--- src/rtl/mmio_pkg.sv ---
// Shared constants and FSM state type for the data-memory MMIO controller.
package mmio_pkg;

  localparam logic [31:0] DEF_HALT_ADDR  = 32'hF000_0000;
  localparam logic [31:0] DEF_SIG_ADDR   = 32'hF000_0004;
  localparam logic [31:0] DEF_HALT_MAGIC = 32'hCAFE_CAFE;

  typedef enum logic [1:0] {
    MMIO_RUN     = 2'd0,
    MMIO_DRAIN   = 2'd1,
    MMIO_HALTED  = 2'd2
  } mmio_state_t;

endpackage

--- src/rtl/sig_fifo.sv ---
// Synchronous FIFO for signature words; DEPTH must be a power of 2 so pointers wrap naturally.
module sig_fifo #(
  parameter int unsigned DEPTH = 16,
  parameter int unsigned WIDTH = 32,
  localparam int unsigned AW = $clog2(DEPTH)
) (
  input  logic             clk_i,
  input  logic             rst_i,
  input  logic             push_i,
  input  logic [WIDTH-1:0] data_i,
  input  logic             pop_i,
  output logic [WIDTH-1:0] data_o,
  output logic             full_o,
  output logic             empty_o,
  output logic [AW:0]      count_o
);

  logic [WIDTH-1:0] mem_q [DEPTH];
  logic [AW-1:0]    wr_ptr_q, wr_ptr_d;
  logic [AW-1:0]    rd_ptr_q, rd_ptr_d;
  logic [AW:0]      count_q, count_d;
  logic             push_ok, pop_ok;

  assign full_o  = (count_q == (AW+1)'(DEPTH));
  assign empty_o = (count_q == '0);
  assign count_o = count_q;
  assign data_o  = mem_q[rd_ptr_q];

  // A full FIFO still accepts a push when the head leaves in the same cycle.
  assign pop_ok  = pop_i & ~empty_o;
  assign push_ok = push_i & (~full_o | pop_ok);

  always_comb begin
    wr_ptr_d = wr_ptr_q;
    rd_ptr_d = rd_ptr_q;
    count_d  = count_q;
    if (push_ok) wr_ptr_d = wr_ptr_q + AW'(1);
    if (pop_ok)  rd_ptr_d = rd_ptr_q + AW'(1);
    case ({push_ok, pop_ok})
      2'b10:   count_d = count_q + (AW+1)'(1);
      2'b01:   count_d = count_q - (AW+1)'(1);
      default: count_d = count_q;
    endcase
  end

  always_ff @(posedge clk_i or posedge rst_i) begin
    if (rst_i) begin
      wr_ptr_q <= '0;
      rd_ptr_q <= '0;
      count_q  <= '0;
    end else begin
      wr_ptr_q <= wr_ptr_d;
      rd_ptr_q <= rd_ptr_d;
      count_q  <= count_d;
    end
  end

  always_ff @(posedge clk_i) begin
    if (push_ok) mem_q[wr_ptr_q] <= data_i;
  end

endmodule

--- src/rtl/dmem_mmio_ctrl.sv ---
// MMIO decode between core write port and memory: signature FIFO, halt/drain/done sequencing.
// Optional DMEM_MMIO_SIGCNT_EN adds a saturating count of accepted signature pushes.
module dmem_mmio_ctrl
  import mmio_pkg::*;
#(
  parameter logic [31:0] HALT_ADDR  = DEF_HALT_ADDR,
  parameter logic [31:0] SIG_ADDR   = DEF_SIG_ADDR,
  parameter logic [31:0] HALT_MAGIC = DEF_HALT_MAGIC,
  parameter int unsigned FIFO_DEPTH = 16
) (
  input  logic        sysclk,
  input  logic        rst_in,
  input  logic        dmem_wr_en,
  input  logic [31:0] dmem_wr_addr,
  input  logic [31:0] dmem_wr_data,
  output logic        mem_wr_en,
  output logic [31:0] mem_wr_addr,
  output logic [31:0] mem_wr_data,
  output logic        sig_valid,
  output logic [31:0] sig_data,
  input  logic        sig_ready,
  output logic        sig_overflow,
  output logic        done
`ifdef DMEM_MMIO_SIGCNT_EN
  ,
  output logic [31:0] sig_count
`endif
);

  localparam int unsigned CntW = $clog2(FIFO_DEPTH) + 1;

  mmio_state_t     state_q, state_d;
  logic            running, halt_hit, sig_push, sig_pop, push_acc;
  logic            fifo_full, fifo_empty;
  logic [CntW-1:0] fifo_count;
  logic            overflow_q, overflow_d;

  assign running  = (state_q == MMIO_RUN);
  assign halt_hit = (dmem_wr_addr == HALT_ADDR) && (dmem_wr_data == HALT_MAGIC);

  // Zero-latency forward keeps the core's single-cycle write timing.
  assign mem_wr_en   = dmem_wr_en & running & ~halt_hit;
  assign mem_wr_addr = dmem_wr_addr;
  assign mem_wr_data = dmem_wr_data;

  assign sig_push  = dmem_wr_en & running & (dmem_wr_addr == SIG_ADDR);
  assign sig_valid = ~fifo_empty;
  assign sig_pop   = sig_valid & sig_ready;
  assign push_acc  = sig_push & (~fifo_full | sig_pop);
  assign done      = (state_q == MMIO_HALTED);

  sig_fifo #(
    .DEPTH (FIFO_DEPTH),
    .WIDTH (32)
  ) u_sig_fifo (
    .clk_i   (sysclk),
    .rst_i   (rst_in),
    .push_i  (push_acc),
    .data_i  (dmem_wr_data),
    .pop_i   (sig_pop),
    .data_o  (sig_data),
    .full_o  (fifo_full),
    .empty_o (fifo_empty),
    .count_o (fifo_count)
  );

  always_comb begin
    state_d    = state_q;
    overflow_d = overflow_q | (sig_push & ~push_acc);
    case (state_q)
      MMIO_RUN: begin
        if (dmem_wr_en && halt_hit) state_d = MMIO_DRAIN;
      end
      MMIO_DRAIN: begin
        // Leave as the last word is popped, so done follows the final pop by one cycle.
        if (fifo_empty || (fifo_count == CntW'(1) && sig_pop)) state_d = MMIO_HALTED;
      end
      MMIO_HALTED: state_d = MMIO_HALTED;
      default:     state_d = MMIO_RUN;
    endcase
  end

  always_ff @(posedge sysclk or posedge rst_in) begin
    if (rst_in) begin
      state_q    <= MMIO_RUN;
      overflow_q <= 1'b0;
    end else begin
      state_q    <= state_d;
      overflow_q <= overflow_d;
    end
  end

  assign sig_overflow = overflow_q;

`ifdef DMEM_MMIO_SIGCNT_EN
  logic [31:0] sig_count_q, sig_count_d;

  always_comb begin
    sig_count_d = sig_count_q;
    if (push_acc && (sig_count_q != 32'hFFFF_FFFF)) sig_count_d = sig_count_q + 32'd1;
  end

  always_ff @(posedge sysclk or posedge rst_in) begin
    if (rst_in) sig_count_q <= '0;
    else        sig_count_q <= sig_count_d;
  end

  assign sig_count = sig_count_q;
`endif

endmodule
--- config.mk ---
export PLATFORM = sky130hd
export DESIGN_NAME = dmem_mmio_ctrl
export DESIGN_NICKNAME = d
export VERILOG_FILES = /design/src/rtl/mmio_pkg.sv /design/src/rtl/sig_fifo.sv /design/src/rtl/dmem_mmio_ctrl.sv
export SDC_FILE = /design/constraint.sdc
export NUM_CORES = 1
export LEC_CHECK = 0
export ABC_CLOCK_PERIOD_IN_PS = 9000
export BUFFER_PORTS_ARGS = -buffer_cell sky130_fd_sc_hd__buf_2
export CAP_MARGIN = 20
export CORE_MARGIN = 2
export CORE_UTILIZATION = 35
export DETAILED_ROUTE_END_ITERATION = 10
export GPL_TIMING_DRIVEN = 0
export PLACE_DENSITY = 0.58
export SETUP_SLACK_MARGIN = 0.1
export SYNTH_ARGS = -nofsm -noshare
export SYNTH_HDL_FRONTEND = slang
export SYNTH_SLANG_ARGS = --single-unit
--- constraint.sdc ---
create_clock -name sysclk -period 9 [get_ports sysclk]
set_input_delay 0.9 -clock sysclk [delete_from_list [all_inputs] [get_ports sysclk]]
set_output_delay 0.9 -clock sysclk [all_outputs]
set_load 0.02 [all_outputs]
==> metrics.txt, run 1 <==
dpl hpwl 30400 µm; Post-synth EDFFs 512; clk_lat worst skew 590 ps; Fin. Hold Viols 0; post-synth top area cell edfxtp_1; critical path arrival 3380 ps; drt drc 0; First DRT Iteration DRCs 995; setup TNS 0 ps; Static Leak 8.06 nW; crit path max fanout 10; syn nets 986; Num CTS Buffers 53; startpoint types flip-flop; Worst-Margin Slew 1260 ps; Root Driver clkbuf_16; top post-synthesis cells by area edfxtp_1, mux4_2, buf_4; I/O pin count 168; Rows 89; GRT Util Overall 15.3%; hold crit path type in2async; hold buffers post-CTS 0; Mapped Cells 904; die height 248 µm; CTS Buffer Depth 3; Post-CTS Setup Bufs 0; cell area after synthesis 20900 µm²; Worst Path Required 8100 ps; final antenna-violating net count 0; R2R setup slack 5960 ps; CTS resizes 0; Die X-Extent 248 µm; number of global-route vias before repair 10300; antenna violations before repair 0; Port Buf Inserts 167; unrepaired setup endpoints after global routing false; post-layout util 42.1%; Starting Density 35.4%; final setup vio count 0; Rel. slew slack 14.7%; final WL 47400 µm; critical path type reg2out; fraction of the yosys area taken by sequential cells 75.4%; YS warnings 0; post-synthesis register bit count 528; H-tree depth 2; DR WL/cell 24.2 µm; asr flop ratio synth 3.03%; worst flop-to-flop path endpoint u_sig_fifo.mem_q[11][26]; largest net degree at the start of global routing 27; placed instance count 1863; Critical Path End Type output port; Netlist cell types 34; maximum VDD drop 132 µV; die area 61700 µm²; Pre-Repair DR Iteration Count 4; placer congestion estimate 0.723; Clk pin slew, worst setup/hold paths 70 ps; number of slew-limit violations in the final report 0; TritonCTS Sinks 528; filler instances 5113; Power Density 221 nW/µm²; NumNets Final 1227; first-pass GRT wire length 69700 µm; status finished clean; commonest non-fill, non-tap cells in the layout edfxtp_1, buf_2, mux4_2; Core ar. 59000 µm²; final std cells w/o fill 1962; n_diodes 0; Avg Cell Area, Syn 23.1 µm²; Fmax 233 MHz; share of cells above drive strength 1 43.9%; Synth Flop Type edfxtp_1; r2r worst-path depth 7; min cycle time layout 4280 ps; RR Startpoint state_q[0]; max cap viols 0; commonest non-fill, non-tap cell in the layout edfxtp_1; clock skew 14.8 ps; vias 10000; top-area cell type share of the netlist area 73.5%; GRT Residual Overflow 0; Area growth syn-to-layout 18.8%; Tcrit/Tclk final 47.6%; Via density 5.10; CTS tree done
==> state kept, by name, summed over array words and instances, names as in the netlist <==
signal               flops
sig_overflow             1
u_sig_fifo.wr_ptr_q      4
state_q                  2
u_sig_fifo.rd_ptr_q      4
u_sig_fifo.mem_q       512
u_sig_fifo.count_o       5
==> per-stage QoR <==
stage | total power, W | setup WS [ps] | hold slack (ps) | instance area [µm²]
floorplan | 0.00321 | 4430 | 476 | 20900
global placement | 0.00340 | 1060 | 447 | 22700
detailed placement | 0.00341 | 4790 | 475 | 23100
CTS | 0.00556 | 4670 | 424 | 24800
global route | 0.00568 | 4550 | 482 | 24800
finish | 0.00549 | 4720 | 423 | 24800
==> cell families after synthesis <==
kind of cell	after synthesis	share of synthesized area (%)
flops	528	75.4
simple gates	66	1.96
fa+ha+maj	14	0.838
buf+inv	112	3.60
compound gates	9	0.269
xor+xnor	11	0.461
mux	164	17.4
==> synth_stat cells (7+ instances only) <==
cell type,count
ha_1,14
mux4_2,160
clkbuf_1,15
edfxtp_1,512
nor2_1,7
buf_2,7
inv_1,9
buf_4,64
xnor2_1,7
buf_6,11
and3_1,13
dfrtp_1,16
==> metal layers <==
metal / GRT usage [%] / vias to the layer above / wire (µm)
met5: 0 / - / 0
met4: 4.07 / 0 / 882
met1: 21.4 / 5327 / 20500
met3: 2.69 / 59 / 2950
li1: - / 4248 / -
met2: 24.9 / 367 / 23000
==> worst max-delay path by stage <==
| stage | endpoint | slack (ps) | start | cells past startpoint |
|---|---|---|---|---|
| after detailed placement | u_sig_fifo.mem_q[11][26] | 4790 | dmem_wr_addr[18] | 7 |
| after global placement | u_sig_fifo.mem_q[3][25] | 1060 | dmem_wr_addr[18] | 6 |
| after global routing | sig_data[31] | 4550 | u_sig_fifo.rd_ptr_q[1] | 5 |
| after floorplan | u_sig_fifo.mem_q[3][0] | 4430 | dmem_wr_addr[8] | 5 |
| after CTS | sig_data[31] | 4670 | u_sig_fifo.rd_ptr_q[1] | 5 |
| final | sig_data[31] | 4720 | u_sig_fifo.rd_ptr_q[1] | 5 |
==> critical path, cell delays in order (launching register included) <==
cell and delay, ps:
dfrtp_1 420, clkbuf_1 460, clkbuf_1 750, mux4_2 420
mux4_2 540, buf_2 190
==> power breakdown <==
part | total, W | internal [W] | switching (W)
clock | 0.00216 | 0.00124 | 0.000917
combinational | 0.000634 | 0.000317 | 0.000317
sequential | 0.00270 | 0.00270 | 0.00000310
total | 0.00549 | 0.00426 | 0.00124
==> area by class of cell <==
cell class / instances / area (µm²) / area share (%)
multi-input cells: 264 / 4430 / 17.8
inverters: 9 / 33.8 / 0.136
repair buffers: 186 / 1210 / 4.89
clock inverters: 30 / 226 / 0.912
well taps: 773 / 967 / 3.89
flip-flops and latches: 528 / 15800 / 63.5
plain buffers: 103 / 718 / 2.89
clock buffers: 69 / 1480 / 5.95
Power figures use the tool's default switching activity.
==> run 2: changes to the inputs <==
ABC_AREA = 1   (was default)
ABC_CLOCK_PERIOD_IN_PS = 3600   (was 9000)
PLACE_DENSITY = 0.6   (was 0.58)
clock period = 3.6 ns   (was 9 ns; I/O delays follow)
==> metrics.txt, run 2 <==
Root Driver clkbuf_16; commonest non-fill, non-tap cell in the layout edfxtp_1; critical path arrival 3020 ps (-360 ps); Avg Cell Area, Syn 13.9 µm² (-40%); final antenna-violating net count 0 (unchanged); number of slew-limit violations in the final report 0 (unchanged); commonest non-fill, non-tap cells in the layout edfxtp_1, buf_2, inv_1; Worst Path Required 3240 ps (-4860 ps); placed cell areas 24700 µm² (+6.7%); Worst-Margin Slew 1200 ps (-65.0 ps); Num CTS Buffers 52 (-1.9%); status finished clean; Post-CTS Setup Bufs 0 (unchanged); First DRT Iteration DRCs 1620 (+63%); top-area cell type share of the netlist area 68.8% (-4.7 points); Tcrit/Tclk final 94.0%; Worst Setup EP sig_data[4]; crit-path most repeated cell buf_2; post-synth top area cell edfxtp_1; syn nets 1691 (+72%); unrepaired setup endpoints after global routing false; NumNets Final 1929 (+57%); placed instance count 2638 (+42%); number of global-route vias before repair 13900 (+34%); Port Buf Inserts 167 (unchanged); CTS tree done; min cycle time layout 3380 ps; Post-synth EDFFs 512 (unchanged); Fmax 296 MHz; synth cell count leaders edfxtp_1, inv_1, a21oi_1; final std cells w/o fill 2736 (+39%); Netlist cell types 33 (-2.9%); top post-synthesis cells by area edfxtp_1, mux2i_1, o211ai_1; worst flop-to-flop path endpoint u_sig_fifo.mem_q[10][23]; clk_lat worst skew 610 ps (+20 ps); maximum VDD drop 388 µV (+190%); fraction of the yosys area taken by sequential cells 70.6% (-4.8 points); share of cells above drive strength 1 20.6% (-23 points); Synth Flop Type edfxtp_1; r2r worst-path depth 9 (+2); Max stage delay on crit path 880 ps (+130 ps); Critical Path Source u_sig_fifo.rd_ptr_q[2]; Critical Path End Type output port; first-pass GRT wire length 94200 µm (+35%); clock skew 24.8 ps (+10.0 ps); placer congestion estimate 0.798 (+10%); max FFs per register 512 (unchanged); antenna violations before repair 4 (+4); die area 65900 µm² (+6.7%); cell area after synthesis 22300 µm² (+6.8%); Pre-Repair DR Iteration Count 6 (+2); Die X-Extent 257 µm (+3.3%); TritonCTS Sinks 528 (unchanged); RR Startpoint state_q[1]; die height 257 µm (+3.3%); drt drc 0 (unchanged); Rel. slew slack 20.2% (+5.5 points); final instance area 26400 µm² (+6.1%); filler instances 5837 (+14%); I/O pin count 168 (unchanged); max cap viols 0 (unchanged); post-synthesis register bit count 528 (unchanged); most common cell in the netlist edfxtp_1; Clk pin slew, worst setup/hold paths 60 ps (about the same); Biggest register u_sig_fifo.mem_q; Rows 92 (+3.4%); final WL 65200 µm (+37%); critical path type reg2out; GRT Residual Overflow 0 (unchanged); Mapped Cells 1609 (+78%); n_diodes 0 (unchanged); largest net degree at the start of global routing 21 (-22%); Fin. Hold Viols 0 (unchanged); Starting Density 35.4% (about the same); post-route setup slack 216 ps (-4500 ps); startpoint types flip-flop; CTS Buffer Depth 3 (unchanged); asr flop ratio synth 3.03% (unchanged); Via density 5.19 (+1.8%); Static Leak 9.19 nW (+14%); DR WL/cell 23.8 µm (-1.4%); CP Cell Sequence inv_1, buf_2, clkdlybuf4s15_1, o211ai_1, nand3_1, nand2_1, buf_2; hold crit path type in2reg; vias 14200 (+42%); DP Worst Slack 640 ps (-4150 ps); final setup vio count 0 (unchanged); critical path's slowest cell clkdlybuf4s15_1; Power Density 599 nW/µm² (+170%); R2R setup slack 670 ps (-5290 ps); YS warnings 0 (unchanged); Area growth syn-to-layout 18.0%; dpl hpwl 41300 µm (+36%); H-tree depth 2 (unchanged); Core ar. 63100 µm² (+6.9%); crit path max fanout 10 (unchanged); GRT Util Overall 19.6% (+4.3 points)
## run 2: cells by family after synthesis
logic type / synth area share (%)
DFF: 70.6
AOI/OAI and AO/OA: 11.1
buffers and inverters: 7.76
and+or+nand+nor: 3.65
muxes: 5.73
adders and majority gates: 0.784
xor gates and xnor gates: 0.392
## run 2: how the worst min path moves through the flow
stage,startpoint,end,slack (ps),cells past startpoint
floorplan,rst_in,sig_overflow,270,1
global placement,sig_overflow,sig_overflow,470,1
detailed placement,sig_overflow,sig_overflow,460,1
CTS,sig_ready,u_sig_fifo.rd_ptr_q[0],110,3
global route,sig_ready,u_sig_fifo.rd_ptr_q[0],130,3
finish,sig_ready,u_sig_fifo.rd_ptr_q[0],130,3
## run 2: what timing repair did
item | CTS | global route
resized for setup | 0 | 2
endpoints found under the setup margin | 0 | 3
hold buffers | 1 | 0
endpoints found under the hold margin | 16 | 0
## run 2: critical path, delay by kind of cell, from the launching register on
kind	cells	cell delay, ps
AND/OR/NAND/NOR	2	230
flip-flops	1	390
buffers and inverters	4	1570
AO/OA/AOI/OAI	1	220
## run 2: final cells by class
type | instances | area [µm²] | share of cell area, %
plain buffers | 156 | 1130 | 4.29
clock inverters | 28 | 239 | 0.906
clock buffers | 69 | 1420 | 5.37
repair buffers | 184 | 1180 | 4.48
flip-flops and latches | 528 | 15800 | 59.8
well taps | 846 | 1060 | 4.02
multi-input cells | 763 | 4950 | 18.8
inverters | 162 | 608 | 2.31
## run 2: where the power goes
part | internal, W | switching (W)
Clock | 0.00305 | 0.00229
Sequential | 0.00675 | 0.0000156
Combinational | 0.00123 | 0.00245
Total | 0.0110 | 0.00476
## run 2: stage by stage
stage                     TNS [ps]  power, W  util (%)  hold WS (ps)
after CTS                        0    0.0158      41.8           111
final                            0    0.0158      41.8           131
after detailed placement         0    0.0106      39.1           465
after floorplan                  0   0.00918         -           274
after global placement     -711340    0.0105      38.4           475
after global routing             0    0.0163      41.8           135
## run 2: metal layers
metal / vias to the layer above / track usage, % / wire, µm
met3: 112 / 3.00 / 5200
met5: - / 0 / 8
li1: 6338 / - / -
met4: 2 / 6.64 / 1820
met1: 7053 / 26.9 / 27500
met2: 694 / 31.8 / 30600
